File: src/rtl/calc_pkg.sv
// Shared helpers for the calculator front-end blocks.
package calc_pkg;

    // Register width for a counter that must represent values up to value-1,
    // never narrower than one bit so degenerate parameters still elaborate.
    function automatic int clog2_min1(input int value);
        int width;
        width = $clog2(value);
        return (width < 1) ? 1 : width;
    endfunction

endpackage

File: src/rtl/debounce_tick.sv
// Sample-tick prescaler: one-cycle tick every TICK_DIV clocks.
// With TICK_DIV = 1 the counter is a single bit that stays at 0, so tick
// is permanently high.
module debounce_tick
    import calc_pkg::*;
#(
    parameter int TICK_DIV = 1024
) (
    input  logic clock,
    input  logic reset,
    output logic tick
);

    localparam int PW = clog2_min1(TICK_DIV);
    localparam logic [PW-1:0] LAST = PW'(TICK_DIV - 1);

    logic [PW-1:0] pcnt;

    assign tick = (pcnt == LAST);

    // Free-running phase counter, wrapping on the terminal count.
    always_ff @(posedge clock) begin
        // NOTE: state registers use non-blocking assignments so every flop
        // samples pre-edge values regardless of statement order.
        if (reset) begin
            pcnt <= '0;
        end else if (tick) begin
            pcnt <= '0;
        end else begin
            pcnt <= pcnt + PW'(1);
        end
    end

endmodule

File: src/rtl/debouncer_multi.sv
// Multi-channel debouncer: per-channel two-flop synchroniser, optional
// polarity inversion and a symmetric counter filtering press and release.
// All channels share one prescaler, so the window is DB_COUNT sample ticks.
module debouncer_multi
    import calc_pkg::*;
#(
    parameter int N_CH       = 4,
    parameter int TICK_DIV   = 1024,
    parameter int DB_COUNT   = 10,
    parameter int ACTIVE_LOW = 0
) (
    input  logic            clock,
    input  logic            reset,
    input  logic [N_CH-1:0] signal,
    output logic [N_CH-1:0] db_signal,
    output logic [N_CH-1:0] rise,
    output logic [N_CH-1:0] fall
);

    localparam int CW = clog2_min1(DB_COUNT + 1);
    localparam logic [CW-1:0] CNT_LAST = CW'(DB_COUNT - 1);
    // Raw level of an idle (inactive) input; also the synchroniser reset value.
    localparam logic RAW_IDLE = (ACTIVE_LOW != 0);

    logic tick;

    debounce_tick #(
        .TICK_DIV (TICK_DIV)
    ) u_tick (
        .clock (clock),
        .reset (reset),
        .tick  (tick)
    );

    for (genvar i = 0; i < N_CH; i++) begin : g_ch
        logic [1:0]    sync;
        logic          s;
        logic          db_q;
        logic          rise_q;
        logic          fall_q;
        logic [CW-1:0] cnt;

        // Two-flop synchroniser; resets to the idle raw level so that no
        // phantom edge is seen when reset releases.
        always_ff @(posedge clock) begin
            if (reset) begin
                sync <= {2{RAW_IDLE}};
            end else begin
                sync <= {sync[0], signal[i]};
            end
        end

        // Logical (1 = active) view of the synchronised input.
        assign s = sync[1] ^ RAW_IDLE;

        // Window counter and accepted level; any agreeing cycle restarts the
        // window, mismatching cycles only advance it on a sample tick.
        always_ff @(posedge clock) begin
            if (reset) begin
                db_q   <= 1'b0;
                cnt    <= '0;
                rise_q <= 1'b0;
                fall_q <= 1'b0;
            end else begin
                // NOTE: pulses default low each cycle and are only raised in
                // the acceptance branch, giving exactly one-cycle strobes.
                rise_q <= 1'b0;
                fall_q <= 1'b0;
                if (s == db_q) begin
                    cnt <= '0;
                end else if (tick) begin
                    if (cnt == CNT_LAST) begin
                        db_q   <= s;
                        cnt    <= '0;
                        rise_q <= s;
                        fall_q <= ~s;
                    end else begin
                        cnt <= cnt + CW'(1);
                    end
                end
            end
        end

        assign db_signal[i] = db_q;
        assign rise[i]      = rise_q;
        assign fall[i]      = fall_q;
    end

endmodule

File: config.mk
export PLATFORM = sky130hd
export DESIGN_NAME = debouncer_multi
export DESIGN_NICKNAME = d
export VERILOG_FILES = /design/src/rtl/calc_pkg.sv /design/src/rtl/debounce_tick.sv /design/src/rtl/debouncer_multi.sv
export SDC_FILE = /design/constraint.sdc
export NUM_CORES = 1
export LEC_CHECK = 0
export ABC_AREA = 1
export CORE_MARGIN = 1.5
export CORE_UTILIZATION = 55
export DETAILED_ROUTE_END_ITERATION = 8
export GPL_TIMING_DRIVEN = 0
export PLACE_DENSITY = 0.75
export SKIP_CTS_REPAIR_TIMING = 1
export SLEW_MARGIN = 20
export SYNTH_ARGS = -nofsm -noshare
export SYNTH_HDL_FRONTEND = slang
export SYNTH_SLANG_ARGS = --single-unit
File: constraint.sdc
create_clock -name clock -period 1.7 [get_ports clock]
set_clock_uncertainty 0.15 [all_clocks]
set_input_delay 0.34 -clock clock [delete_from_list [all_inputs] [get_ports clock]]
set_output_delay 0.34 -clock clock [all_outputs]
set_load 0.01 [all_outputs]
==> flow_summary.html, run 1 <==
<table>
<tr><th>Metric</th><th>Value</th></tr>
<tr><th colspan="2">Finish</th></tr>
<tr><td>Register area</td><td>928 um2</td></tr>
<tr><td>Final Cell Area</td><td>2530 um2</td></tr>
<tr><td>Layout cells sized above 1</td><td>0.160</td></tr>
<tr><td>Area of combinational cells with multiple inputs</td><td>925 um2</td></tr>
<tr><td>Final standard cell utilization of the core</td><td>0.691</td></tr>
<tr><td># fillers</td><td>314</td></tr>
<tr><td>Area Overhead vs Synth</td><td>20.1%</td></tr>
<tr><td>Number of nets in the layout</td><td>330</td></tr>
<tr><td>Diode insertion count for antenna repair</td><td>0</td></tr>
<tr><th colspan="2">Synthesis</th></tr>
<tr><td>Net count after synthesis</td><td>300</td></tr>
<tr><td>Synthesis warning total</td><td>0</td></tr>
<tr><td>Number of instances in the synthesized netlist</td><td>293</td></tr>
<tr><td>Distinct cells, synth</td><td>26</td></tr>
<tr><td>Cell taking the most area after synthesis</td><td>sky130_fd_sc_hd__dfxtp_1</td></tr>
<tr><td>Seq cells post-synth</td><td>46</td></tr>
<tr><td>Area of the mapped netlist</td><td>2110 um2</td></tr>
<tr><td>Area fraction of the dominant cell type after synthesis</td><td>0.437</td></tr>
<tr><td>Sequential fraction of the synthesis area</td><td>0.437</td></tr>
<tr><td>Ranking of synthesized cells by area</td><td>sky130_fd_sc_hd__dfxtp_1 (44%), sky130_fd_sc_hd__nor2_1 (11%), sky130_fd_sc_hd__nand2_1 (11%), sky130_fd_sc_hd__inv_1 (7.1%), sky130_fd_sc_hd__buf_4 (4.3%)</td></tr>
<tr><td>Mean instance size in the synthesized netlist</td><td>7.19 um2</td></tr>
<tr><th colspan="2">Setup path</th></tr>
<tr><td>Worst r2r path cells</td><td>9</td></tr>
<tr><td>Cell type with the highest occurrence count on the critical path</td><td>sky130_fd_sc_hd__nor2_1</td></tr>
<tr><td>Startpoint types</td><td>flop</td></tr>
<tr><td>CP Data Required Time</td><td>1.71 ns</td></tr>
<tr><td>Maximum fanout encountered on the critical timing path</td><td>10</td></tr>
<tr><td>Kind of end point of the critical path</td><td>flop</td></tr>
<tr><td>Register-to-register setup slack</td><td>0.11 ns</td></tr>
<tr><td>Arrival time worst endpoint</td><td>1.60 ns</td></tr>
<tr><td>Stage delay of the slowest cell on the critical path</td><td>0.35 ns</td></tr>
<tr><td>Crit-path cells</td><td>ha_2, nand2_2, nor2_4, nand3_4, buf_12, nand2_1, inv_1, nor2_1, nor2_1</td></tr>
<tr><td>Family with the most delay on the worst path</td><td>simple AND/OR/NAND/NOR gates</td></tr>
<tr><td>Levels on crit path</td><td>9</td></tr>
<tr><td>Worst path buffer plus inverter count</td><td>2</td></tr>
<tr><td>Setup Crit Path Kind</td><td>reg -&gt; reg</td></tr>
<tr><td>Cell type of the slowest stage on the worst timing path</td><td>sky130_fd_sc_hd__dfxtp_2</td></tr>
<tr><th colspan="2">Clocking</th></tr>
<tr><td>Worst-path clk slew</td><td>0.08 ns</td></tr>
<tr><td>H-tree levels</td><td>2</td></tr>
<tr><td>Max clock buf depth</td><td>2</td></tr>
<tr><td>Number of clock sinks</td><td>46</td></tr>
<tr><td>Clock tree from TritonCTS</td><td>done</td></tr>
<tr><td>TritonCTS Buffers</td><td>5</td></tr>
<tr><td>Clock Latency Late Sink</td><td>0.29 ns</td></tr>
<tr><td>Root Buffer Master</td><td>sky130_fd_sc_hd__clkbuf_8</td></tr>
<tr><th colspan="2">Routing</th></tr>
<tr><td>First-pass iteration count of the detailed router</td><td>4</td></tr>
<tr><td>Routed WL</td><td>3660 um</td></tr>
<tr><td>Initial detailed-routing violation count</td><td>98</td></tr>
<tr><td>Vias</td><td>1769</td></tr>
<tr><td>Final ANT Viol Nets</td><td>0</td></tr>
<tr><td>Vias per cell</td><td>4.76</td></tr>
<tr><td>DRC Markers</td><td>0</td></tr>
<tr><td>Average routed wire per standard cell</td><td>9.85 um</td></tr>
<tr><th colspan="2">Timing</th></tr>
<tr><td>PnR worst setup slack</td><td>0.109 ns</td></tr>
<tr><td>Final hold violations</td><td>0</td></tr>
<tr><td>Shortest period the worst path allows</td><td>1.59 ns</td></tr>
<tr><td>Final period utilization</td><td>0.936</td></tr>
<tr><td>Final Setup Violations</td><td>0</td></tr>
<tr><td>Fmax achieved</td><td>0.628 GHz</td></tr>
<tr><td>Setup TNS Final</td><td>0 ns</td></tr>
<tr><td>Final slew viol count</td><td>0</td></tr>
<tr><td>Worst Max-Slew Pin Slew</td><td>0.478 ns</td></tr>
<tr><td>Rel. slew slack</td><td>0.678</td></tr>
<tr><td>Hold Worst Slack</td><td>0.253 ns</td></tr>
<tr><th colspan="2">GRT</th></tr>
<tr><td>Wire length of the first global-routing pass</td><td>6560 um</td></tr>
<tr><td>Global-route usage over all layers</td><td>0.197</td></tr>
<tr><td>Via count of the first global-routing pass</td><td>1601</td></tr>
<tr><td>Total grt overflow</td><td>0</td></tr>
<tr><td>Maximum number of pins on one net before global-route repair</td><td>14</td></tr>
<tr><td>Number of antenna violations at the first check in global routing</td><td>0</td></tr>
<tr><th colspan="2">Placement</th></tr>
<tr><td>RD Place Congestion</td><td>0.812</td></tr>
<tr><td>IO buf count</td><td>17</td></tr>
<tr><td>Setup slack at placement</td><td>-0.258 ns</td></tr>
<tr><td>Placement Cell Area</td><td>2340 um2</td></tr>
<tr><td>HPWL after DPL</td><td>2550 um</td></tr>
<tr><th colspan="2">Status</th></tr>
<tr><td>Result of the run</td><td>completed</td></tr>
<tr><th colspan="2">Die</th></tr>
<tr><td>Count of boundary I/O pins</td><td>18</td></tr>
<tr><td>Overall die height</td><td>64.9 um</td></tr>
<tr><td>Area of the core region</td><td>3660 um2</td></tr>
<tr><td>Horiz. Die Dim</td><td>64.9 um</td></tr>
<tr><td>Initial Util</td><td>0.576</td></tr>
<tr><td>Count of standard-cell rows</td><td>22</td></tr>
<tr><td>Overall die area</td><td>4210 um2</td></tr>
<tr><th colspan="2">Run</th></tr>
<tr><td>Max-capacitance violation count</td><td>0</td></tr>
<tr><th colspan="2">Worst hold path</th></tr>
<tr><td>Class of the worst hold path</td><td>reg -&gt; reg</td></tr>
<tr><td>Min-Delay Path Depth</td><td>2</td></tr>
<tr><th colspan="2">Power</th></tr>
<tr><td>Power per unit of standard cell area</td><td>724 nW/um2</td></tr>
<tr><td>Peak supply drop</td><td>0.510 mV</td></tr>
<tr><td>Leak pwr</td><td>0.00121 uW</td></tr>
</table>
## cell families after synthesis
kind of cell,after synthesis,synth area share
AOI/OAI and AO/OA,24,0.0570
and+or+nand+nor,159,0.347
buffers and inverters,57,0.128
adders and majority gates,1,0.00594
xor gates and xnor gates,6,0.0249
DFF,46,0.437
## cell usage after synthesis (all sizes together)
cell / number
a21oi: 13
inv: 41
nor2: 68
xnor2: 2
dfxtp: 46
buf: 15
nor4: 2
ha: 1
o21ai: 11
nand4: 6
nor3: 2
nor3b: 2
clkbuf: 1
nand3: 15
nand2: 61
nand3b: 1
xor2: 4
or2: 2
## state kept, by name, indices dropped and copies added (netlist names)
signal	flops
g_ch.rise_q	4
g_ch.cnt	16
g_ch.db_q	4
g_ch.sync	8
g_ch.fall_q	4
u_tick.pcnt	10
## where the power goes
part,internal (uW),switching [uW],leakage [uW]
Combinational,25.3,31.1,0.000782
Clock,328,347,0.0000482
Sequential,1090,8.70,0.000375
## metrics by stage
step,total power (uW),std cells
2_1_floorplan,1160,293
3_3_place_gp,1180,358
3_5_place_dp,1180,358
4_1_cts,1850,366
5_1_grt,1900,372
6_report,1830,372
## worst min-delay path: stages, from the launching register on
cell and delay [ns]:
sky130_fd_sc_hd__dfxtp_1 0.30, sky130_fd_sc_hd__inv_1 0.04, sky130_fd_sc_hd__nor2_1 0.03
## final timing paths
path | to | from
worst min register to register | g_ch[2].sync[1]$_SDFF_PP0_ | g_ch[2].sync[0]$_SDFF_PP0_
worst min-delay path | g_ch[2].sync[1]$_SDFF_PP0_ | g_ch[2].sync[0]$_SDFF_PP0_
worst max-delay path | g_ch[3].cnt[3]$_SDFFE_PP0N_ | u_tick.pcnt[0]$_SDFF_PP0_
worst max register to register | g_ch[3].cnt[3]$_SDFFE_PP0N_ | u_tick.pcnt[0]$_SDFF_PP0_
## layer usage
layer	vias to the layer above	global-route usage	share of wire
li1	947	-	-
met1	788	0.235	0.49
met2	30	0.334	0.46
met3	4	0.0556	0.036
met4	0	0.0745	0.0074
met5	-	0	0
## layout make-up
cell class                      instances  area share
Clock buffer                            7      0.0341
Inverter                               41      0.0608
Clock inverter                          1     0.00198
Buffer                                 16      0.0504
Multi-Input combinational cell        190       0.365
Timing Repair Buffer                   23      0.0969
Tap cell                               48      0.0237
Sequential cell                        46       0.367
## cell usage in the layout, fill, tap and decap left out, types with 3 or more instances in the layout
master                             n
sky130_fd_sc_hd__nand4_1           6
sky130_fd_sc_hd__nand3_1          14
sky130_fd_sc_hd__buf_4            19
sky130_fd_sc_hd__dlymetal6s2s_1   12
sky130_fd_sc_hd__nand2_1          57
sky130_fd_sc_hd__nor2_1           63
sky130_fd_sc_hd__clkdlybuf4s50_1   5
sky130_fd_sc_hd__a21oi_1          13
sky130_fd_sc_hd__inv_1            40
sky130_fd_sc_hd__clkbuf_8          6
sky130_fd_sc_hd__o21ai_0          10
sky130_fd_sc_hd__nand2_2           3
sky130_fd_sc_hd__dfxtp_1          40
sky130_fd_sc_hd__xor2_1            4
sky130_fd_sc_hd__dfxtp_2           6
sky130_fd_sc_hd__nor2_4            5
No activity file was read; power rests on OpenSTA's default activity.
==> run 2: changes to the inputs <==
MAX_ROUTING_LAYER = met4   (was not set)
==> flow_summary.html, run 2 (synthesized netlist as in run 1, its figures left out) <==
<table>
<tr><th>Metric</th><th>Value</th></tr>
<tr><th colspan="2">Worst hold path</th></tr>
<tr><td>Class of the worst hold path</td><td>reg -&gt; reg</td></tr>
<tr><td>Capture endpoint of the worst hold path</td><td>g_ch[2].sync[1]$_SDFF_PP0_</td></tr>
<tr><td>Min-Delay Path Depth</td><td>2 (unchanged)</td></tr>
<tr><td>Startpoint of the worst hold path</td><td>g_ch[2].sync[0]$_SDFF_PP0_</td></tr>
<tr><th colspan="2">Setup path</th></tr>
<tr><td>Cell type of the slowest stage on the worst timing path</td><td>sky130_fd_sc_hd__dfxtp_2</td></tr>
<tr><td>Worst path buffer plus inverter count</td><td>1 (-1)</td></tr>
<tr><td>Setup Crit Path Kind</td><td>reg -&gt; reg</td></tr>
<tr><td>Stage delay of the slowest cell on the critical path</td><td>0.35 ns (about the same)</td></tr>
<tr><td>Kind of end point of the critical path</td><td>flop</td></tr>
<tr><td>Family with the most delay on the worst path</td><td>simple AND/OR/NAND/NOR gates</td></tr>
<tr><td>Arrival time worst endpoint</td><td>1.64 ns (+0.04 ns)</td></tr>
<tr><td>Critical R2R Launch</td><td>u_tick.pcnt[0]$_SDFF_PP0_</td></tr>
<tr><td>Worst r2r path cells</td><td>9 (unchanged)</td></tr>
<tr><td>Register-to-register setup slack</td><td>0.11 ns (about the same)</td></tr>
<tr><td>End of the worst register-to-register path</td><td>g_ch[2].cnt[2]$_SDFFE_PP0N_</td></tr>
<tr><td>Maximum fanout encountered on the critical timing path</td><td>6 (-4)</td></tr>
<tr><td>Startpoint types</td><td>flop</td></tr>
<tr><td>Crit-path cells</td><td>ha_2, nand2_2, nor2_4, nand3_4, buf_4, nor2_1, nand2_1, nand2_1, nor2_1</td></tr>
<tr><td>CP Data Required Time</td><td>1.75 ns (+0.04 ns)</td></tr>
<tr><th colspan="2">Clocking</th></tr>
<tr><td>Root Buffer Master</td><td>sky130_fd_sc_hd__clkbuf_8</td></tr>
<tr><td>TritonCTS Buffers</td><td>5 (unchanged)</td></tr>
<tr><td>Max clock buf depth</td><td>2 (unchanged)</td></tr>
<tr><td>Worst-path clk slew</td><td>0.08 ns (about the same)</td></tr>
<tr><td>H-tree levels</td><td>2 (unchanged)</td></tr>
<tr><td>Clock tree from TritonCTS</td><td>done</td></tr>
<tr><td>Number of clock sinks</td><td>46 (unchanged)</td></tr>
<tr><td>Clock Latency Late Sink</td><td>0.30 ns (about the same)</td></tr>
<tr><th colspan="2">Routing</th></tr>
<tr><td>Initial detailed-routing violation count</td><td>107 (+9.2%)</td></tr>
<tr><td>Average routed wire per standard cell</td><td>9.86 um (+0.11%)</td></tr>
<tr><td>First-pass iteration count of the detailed router</td><td>4 (unchanged)</td></tr>
<tr><td>Final ANT Viol Nets</td><td>0 (unchanged)</td></tr>
<tr><td>Vias</td><td>1762 (-0.40%)</td></tr>
<tr><td>DRC Markers</td><td>0 (unchanged)</td></tr>
<tr><td>Routed WL</td><td>3670 um (+0.11%)</td></tr>
<tr><td>Vias per cell</td><td>4.74 (-0.40%)</td></tr>
<tr><th colspan="2">Timing</th></tr>
<tr><td>Final slew viol count</td><td>0 (unchanged)</td></tr>
<tr><td>Final hold violations</td><td>0 (unchanged)</td></tr>
<tr><td>Worst Max-Slew Pin Slew</td><td>0.478 ns (-0.000632 ns)</td></tr>
<tr><td>Final Setup Violations</td><td>0 (unchanged)</td></tr>
<tr><td>Fmax achieved</td><td>0.629 GHz (+0.14%)</td></tr>
<tr><td>Rel. slew slack</td><td>0.678 (about the same)</td></tr>
<tr><td>Final period utilization</td><td>0.935 (-0.00130)</td></tr>
<tr><td>Shortest period the worst path allows</td><td>1.59 ns (-0.00221 ns)</td></tr>
<tr><td>Setup TNS Final</td><td>0 ns (unchanged)</td></tr>
<tr><th colspan="2">Die</th></tr>
<tr><td>Horiz. Die Dim</td><td>64.9 um (unchanged)</td></tr>
<tr><td>Count of boundary I/O pins</td><td>18 (unchanged)</td></tr>
<tr><td>Count of standard-cell rows</td><td>22 (unchanged)</td></tr>
<tr><td>Initial Util</td><td>0.576 (unchanged)</td></tr>
<tr><td>Overall die height</td><td>64.9 um (unchanged)</td></tr>
<tr><td>Area of the core region</td><td>3660 um2 (unchanged)</td></tr>
<tr><td>Overall die area</td><td>4210 um2 (unchanged)</td></tr>
<tr><th colspan="2">Finish</th></tr>
<tr><td>Area Overhead vs Synth</td><td>20.1% (unchanged)</td></tr>
<tr><td>Layout cells sized above 1</td><td>0.160 (unchanged)</td></tr>
<tr><td>Top Registers</td><td>g_ch.cnt: 16 flops, u_tick.pcnt: 10 flops, g_ch.sync: 8 flops</td></tr>
<tr><td>Most common library cell in the layout ignoring fill and taps</td><td>sky130_fd_sc_hd__nor2_1</td></tr>
<tr><td>Flip-flop count of the largest register after layout</td><td>16 (unchanged)</td></tr>
<tr><td># fillers</td><td>314 (unchanged)</td></tr>
<tr><td>Register with the highest flop count</td><td>g_ch.cnt</td></tr>
<tr><td>Most used cells in the layout excluding fill and tap cells</td><td>sky130_fd_sc_hd__nor2_1 (63), sky130_fd_sc_hd__nand2_1 (57), sky130_fd_sc_hd__inv_1 (40), sky130_fd_sc_hd__dfxtp_1 (40), sky130_fd_sc_hd__buf_4 (19)</td></tr>
<tr><td>Number of nets in the layout</td><td>330 (unchanged)</td></tr>
<tr><td>Diode insertion count for antenna repair</td><td>0 (unchanged)</td></tr>
<tr><th colspan="2">GRT</th></tr>
<tr><td>Wire length of the first global-routing pass</td><td>6540 um (-0.30%)</td></tr>
<tr><td>Via count of the first global-routing pass</td><td>1606 (+0.31%)</td></tr>
<tr><td>Total grt overflow</td><td>0 (unchanged)</td></tr>
<tr><td>Maximum number of pins on one net before global-route repair</td><td>14 (unchanged)</td></tr>
<tr><td>Global-route usage over all layers</td><td>0.202 (+0.00535)</td></tr>
<tr><td>Number of antenna violations at the first check in global routing</td><td>0 (unchanged)</td></tr>
<tr><th colspan="2">Placement</th></tr>
<tr><td>IO buf count</td><td>17 (unchanged)</td></tr>
<tr><td>HPWL after DPL</td><td>2550 um (unchanged)</td></tr>
<tr><td>RD Place Congestion</td><td>0.824 (+1.5%)</td></tr>
<tr><th colspan="2">Status</th></tr>
<tr><td>Result of the run</td><td>completed</td></tr>
<tr><th colspan="2">Power</th></tr>
<tr><td>Leak pwr</td><td>0.00121 uW (unchanged)</td></tr>
<tr><td>Peak supply drop</td><td>0.504 mV (-1.3%)</td></tr>
<tr><td>Total design power</td><td>1830 uW (about the same)</td></tr>
<tr><td>Power per unit of standard cell area</td><td>724 nW/um2 (about the same)</td></tr>
<tr><th colspan="2">Run</th></tr>
<tr><td>Max-capacitance violation count</td><td>0 (unchanged)</td></tr>
</table>
[run 2: cell counts in the layout (fill, tap and decap cells not counted)]
No cell type changed its count.
[run 2: worst max path at each step]
stage	start	endpoint	slack, ns	cells past startpoint
after floorplan	u_tick.pcnt[0]$_SDFF_PP0_	g_ch[2].cnt[3]$_SDFFE_PP0N_	0.24	9
after global placement	reset	g_ch[0].fall_q$_SDFF_PP0_	-0.25	5
after detailed placement	reset	g_ch[0].cnt[3]$_SDFFE_PP0N_	-0.26	5
after CTS	g_ch[3].db_q$_SDFFE_PP0P_	db_signal[3]	-0.11	2
after global routing	u_tick.pcnt[0]$_SDFF_PP0_	g_ch[1].cnt[3]$_SDFFE_PP0N_	-0.01	9
final	u_tick.pcnt[0]$_SDFF_PP0_	g_ch[2].cnt[2]$_SDFFE_PP0N_	0.11	9
[run 2: worst register-to-register path: cells and delay by family (launching register included)]
family,cells,cell delay [ns]
simple gates,7,0.65
flops,1,0.35
fa+ha+maj,1,0.18
buf+inv,1,0.17
[run 2: power by group]
part | switching (uW) | internal [uW]
Combinational | 31.1 | 25.3
Sequential | 8.75 | 1090
Clock | 348 | 328
[run 2: through the flow]
stage | instances | setup slack, ns | utilization | hold WS, ns | instance area (um2)
2_1_floorplan | 293 | 0.240 | - | 0.238 | 2110
3_3_place_gp | 358 | -0.251 | 0.638 | 0.241 | 2340
3_5_place_dp | 358 | -0.258 | 0.638 | 0.246 | 2340
4_1_cts | 366 | -0.112 | 0.663 | 0.257 | 2430
5_1_grt | 372 | -0.0119 | 0.691 | 0.283 | 2530
6_report | 372 | 0.111 | 0.691 | 0.251 | 2530
[run 2: cell type report]
type | instances | area [um2] | share of cell area
clock inverters | 1 | 5.00 | 0.00198
multi-input cells | 190 | 925 | 0.365
clock buffers | 7 | 86.3 | 0.0341
inverters | 41 | 154 | 0.0608
repair buffers | 23 | 245 | 0.0969
flip-flops and latches | 46 | 928 | 0.367
plain buffers | 16 | 128 | 0.0504
well taps | 48 | 60.1 | 0.0237
[run 2: per-layer routing]
metal  track usage  wire, um  vias up
met5             -         0        -
met4        0.0904        68        0
met3        0.0451       110       11
met2         0.334      1680       23
met1         0.235      1810      780
li1              -         -      948
==> variant, RTL diff (config.mk and constraints of run 2) <==
Make the reset (`reset`) asynchronous in 3 clocked blocks. Comments in the files are not updated.
--- a/src/rtl/debounce_tick.sv
+++ b/src/rtl/debounce_tick.sv
@@ -19,7 +19,7 @@
     assign tick = (pcnt == LAST);
 
     // Free-running phase counter, wrapping on the terminal count.
-    always_ff @(posedge clock) begin
+    always_ff @(posedge clock or posedge reset) begin
         // NOTE: state registers use non-blocking assignments so every flop
         // samples pre-edge values regardless of statement order.
         if (reset) begin
--- a/src/rtl/debouncer_multi.sv
+++ b/src/rtl/debouncer_multi.sv
@@ -42,7 +42,7 @@
 
         // Two-flop synchroniser; resets to the idle raw level so that no
         // phantom edge is seen when reset releases.
-        always_ff @(posedge clock) begin
+        always_ff @(posedge clock or posedge reset) begin
             if (reset) begin
                 sync <= {2{RAW_IDLE}};
             end else begin
@@ -55,7 +55,7 @@
 
         // Window counter and accepted level; any agreeing cycle restarts the
         // window, mismatching cycles only advance it on a sample tick.
-        always_ff @(posedge clock) begin
+        always_ff @(posedge clock or posedge reset) begin
             if (reset) begin
                 db_q   <= 1'b0;
                 cnt    <= '0;
Function: same outputs for any inputs over 10 cycles, from zero or initial values and one cycle with reset high; that may be too few to reach the edited logic, so the function may still have changed.
==> variant against run 2 <==
  * Synthesized cell count shrank 18%
  * Design area is 8.5% higher
  * Count of clock-buffer cells in the layout shrank 1
  * Setup slack got worse by 0.058 ns
  * Wire length down 0.44%
  * Synthesized area grew 7.2%
  * Power increased by 6.9%
  * Sequential cell count unchanged
==> variant: results (changes against run 2) <==
.. list-table::
   :header-rows: 1

   * - Metric
     - Value
   * - Result of the run
     - finished, final reports clean
   * - Post-synthesis cell count
     - 241 (-18%)
   * - Via/cell ratio
     - 4.824 (+1.8%)
   * - Global-route usage over all layers
     - 0.1839 (-0.01832)
   * - Worst hold slack across all endpoints
     - 0.1839 ns (-0.06662 ns)
   * - Met1 track demand over resource in global routing
     - 0.2261 (-0.008978)
   * - Met2 track utilization from global routing
     - 0.2946 (-0.03921)
   * - Clock latency at the later pin of the worst-skew pair
     - ~0.29 ns
   * - Initial antenna violation count
     - 0 (unchanged)
   * - Met2 routed wirelength
     - 1.803 mm (+7.3%)
   * - Worst VDD drop
     - 504.6 uV (+0.20%)
   * - Synthesized netlist net count
     - 256 (-15%)
   * - Met3 layer usage reported by global route
     - 0.04899 (+0.003848)
   * - Vias in the first global route
     - 1415 (-12%)
   * - Number of standard cells in the layout, taps in and fillers out
     - 323 (-13%)
   * - Number of cells after detailed placement
     - 309 (-14%)
   * - Compound-gate portion of the synthesized area
     - 0.03433 (-0.02268)
   * - CP max stage cell
     - sky130_fd_sc_hd__dfrtp_1
   * - CP peak stage delay
     - 0.38 ns (+0.03 ns)
   * - Xor/xnor cell area share of the yosys netlist
     - 0.05426 (+0.02932)
   * - H-tree depth
     - 2 (unchanged)
   * - Maximum achievable frequency
     - 0.6072 GHz (-3.5%)
   * - Global-route wire length before repair
     - 6.037 mm (-7.7%)
   * - Fraction of final layout cells with drive strength greater than 1
     - 0.2198 (+0.05929)
   * - Pin count of the biggest net entering global routing
     - 31 (+17)
   * - Worst hold path class
     - in -> async
   * - Unique cell type count in the Yosys netlist
     - 22 (-15%)
   * - Most instantiated flip-flop cell in the synthesis netlist
     - sky130_fd_sc_hd__dfrtp_1
   * - Starting DRC count in detailed routing
     - 80 (-25%)
   * - Met3 wire len
     - 146 um (+33%)
   * - Worst-Margin Slew
     - 0.3937 ns (-0.08403 ns)
   * - CP max FO
     - 10 (+4)
   * - Reg2reg end
     - g_ch[1].cnt[0]
   * - Worst setup slack before clock tree synthesis
     - 0.01608 ns (+0.2742 ns)
   * - Detailed-routing wirelength on met1
     - 1.656 mm (-8.4%)
   * - Placed standard-cell area
     - 2512 um2 (+7.5%)
   * - Synth Area in Adders
     - 0.04983 (+0.04390)
   * - Switching Fraction
     - 0.2024 (-0.009315)
   * - Leakage
     - 1.660 nW (+38%)
   * - WL final
     - 3.652 mm (-0.44%)
   * - Seq/Total Area, Yosys
     - 0.5094 (+0.07236)
   * - Final net count
     - 287 (-13%)
   * - Gpl congestion
     - 0.7910 (-3.9%)
   * - Leading post-synthesis cells by instance count
     - sky130_fd_sc_hd__nand2_1, sky130_fd_sc_hd__dfrtp_1, sky130_fd_sc_hd__inv_1
   * - Worst reg2reg setup slack
     - 0.05 ns (-0.06 ns)
   * - Critical Path Source
     - u_tick.pcnt[0]
   * - Largest cells by area after synthesis
     - sky130_fd_sc_hd__dfrtp_1, sky130_fd_sc_hd__nand2_1, sky130_fd_sc_hd__ha_1, sky130_fd_sc_hd__inv_1, sky130_fd_sc_hd__buf_4
## variant: power groups by stage
stage | Combinational (mW) | Sequential, mW | Clock (mW)
after global routing | 0.0707 | 1.11 | 0.855
final | 0.0615 | 1.11 | 0.788
after CTS | 0.0614 | 1.11 | 0.817
after detailed placement | 0.0608 | 1.13 | 0
after global placement | 0.0541 | 1.13 | 0
after floorplan | 0.0350 | 1.13 | 0
## variant: area by class of cell
cell class | count | area [um2]
multi-input cells | 155 | 948.4
repair buffers | 23 | 257.7
inverters | 28 | 105.1
flip-flops and latches | 46 | 1151
clock buffers | 6 | 72.57
fillers | 303 | 1226
well taps | 50 | 62.56
clock inverters | 2 | 37.54
plain buffers | 13 | 110.1
## variant: cells by family after synthesis
family | Yosys count
flops | 46
simple gates | 116
xor+xnor | 14
compound gates | 15
buf+inv | 41
fa+ha+maj | 9
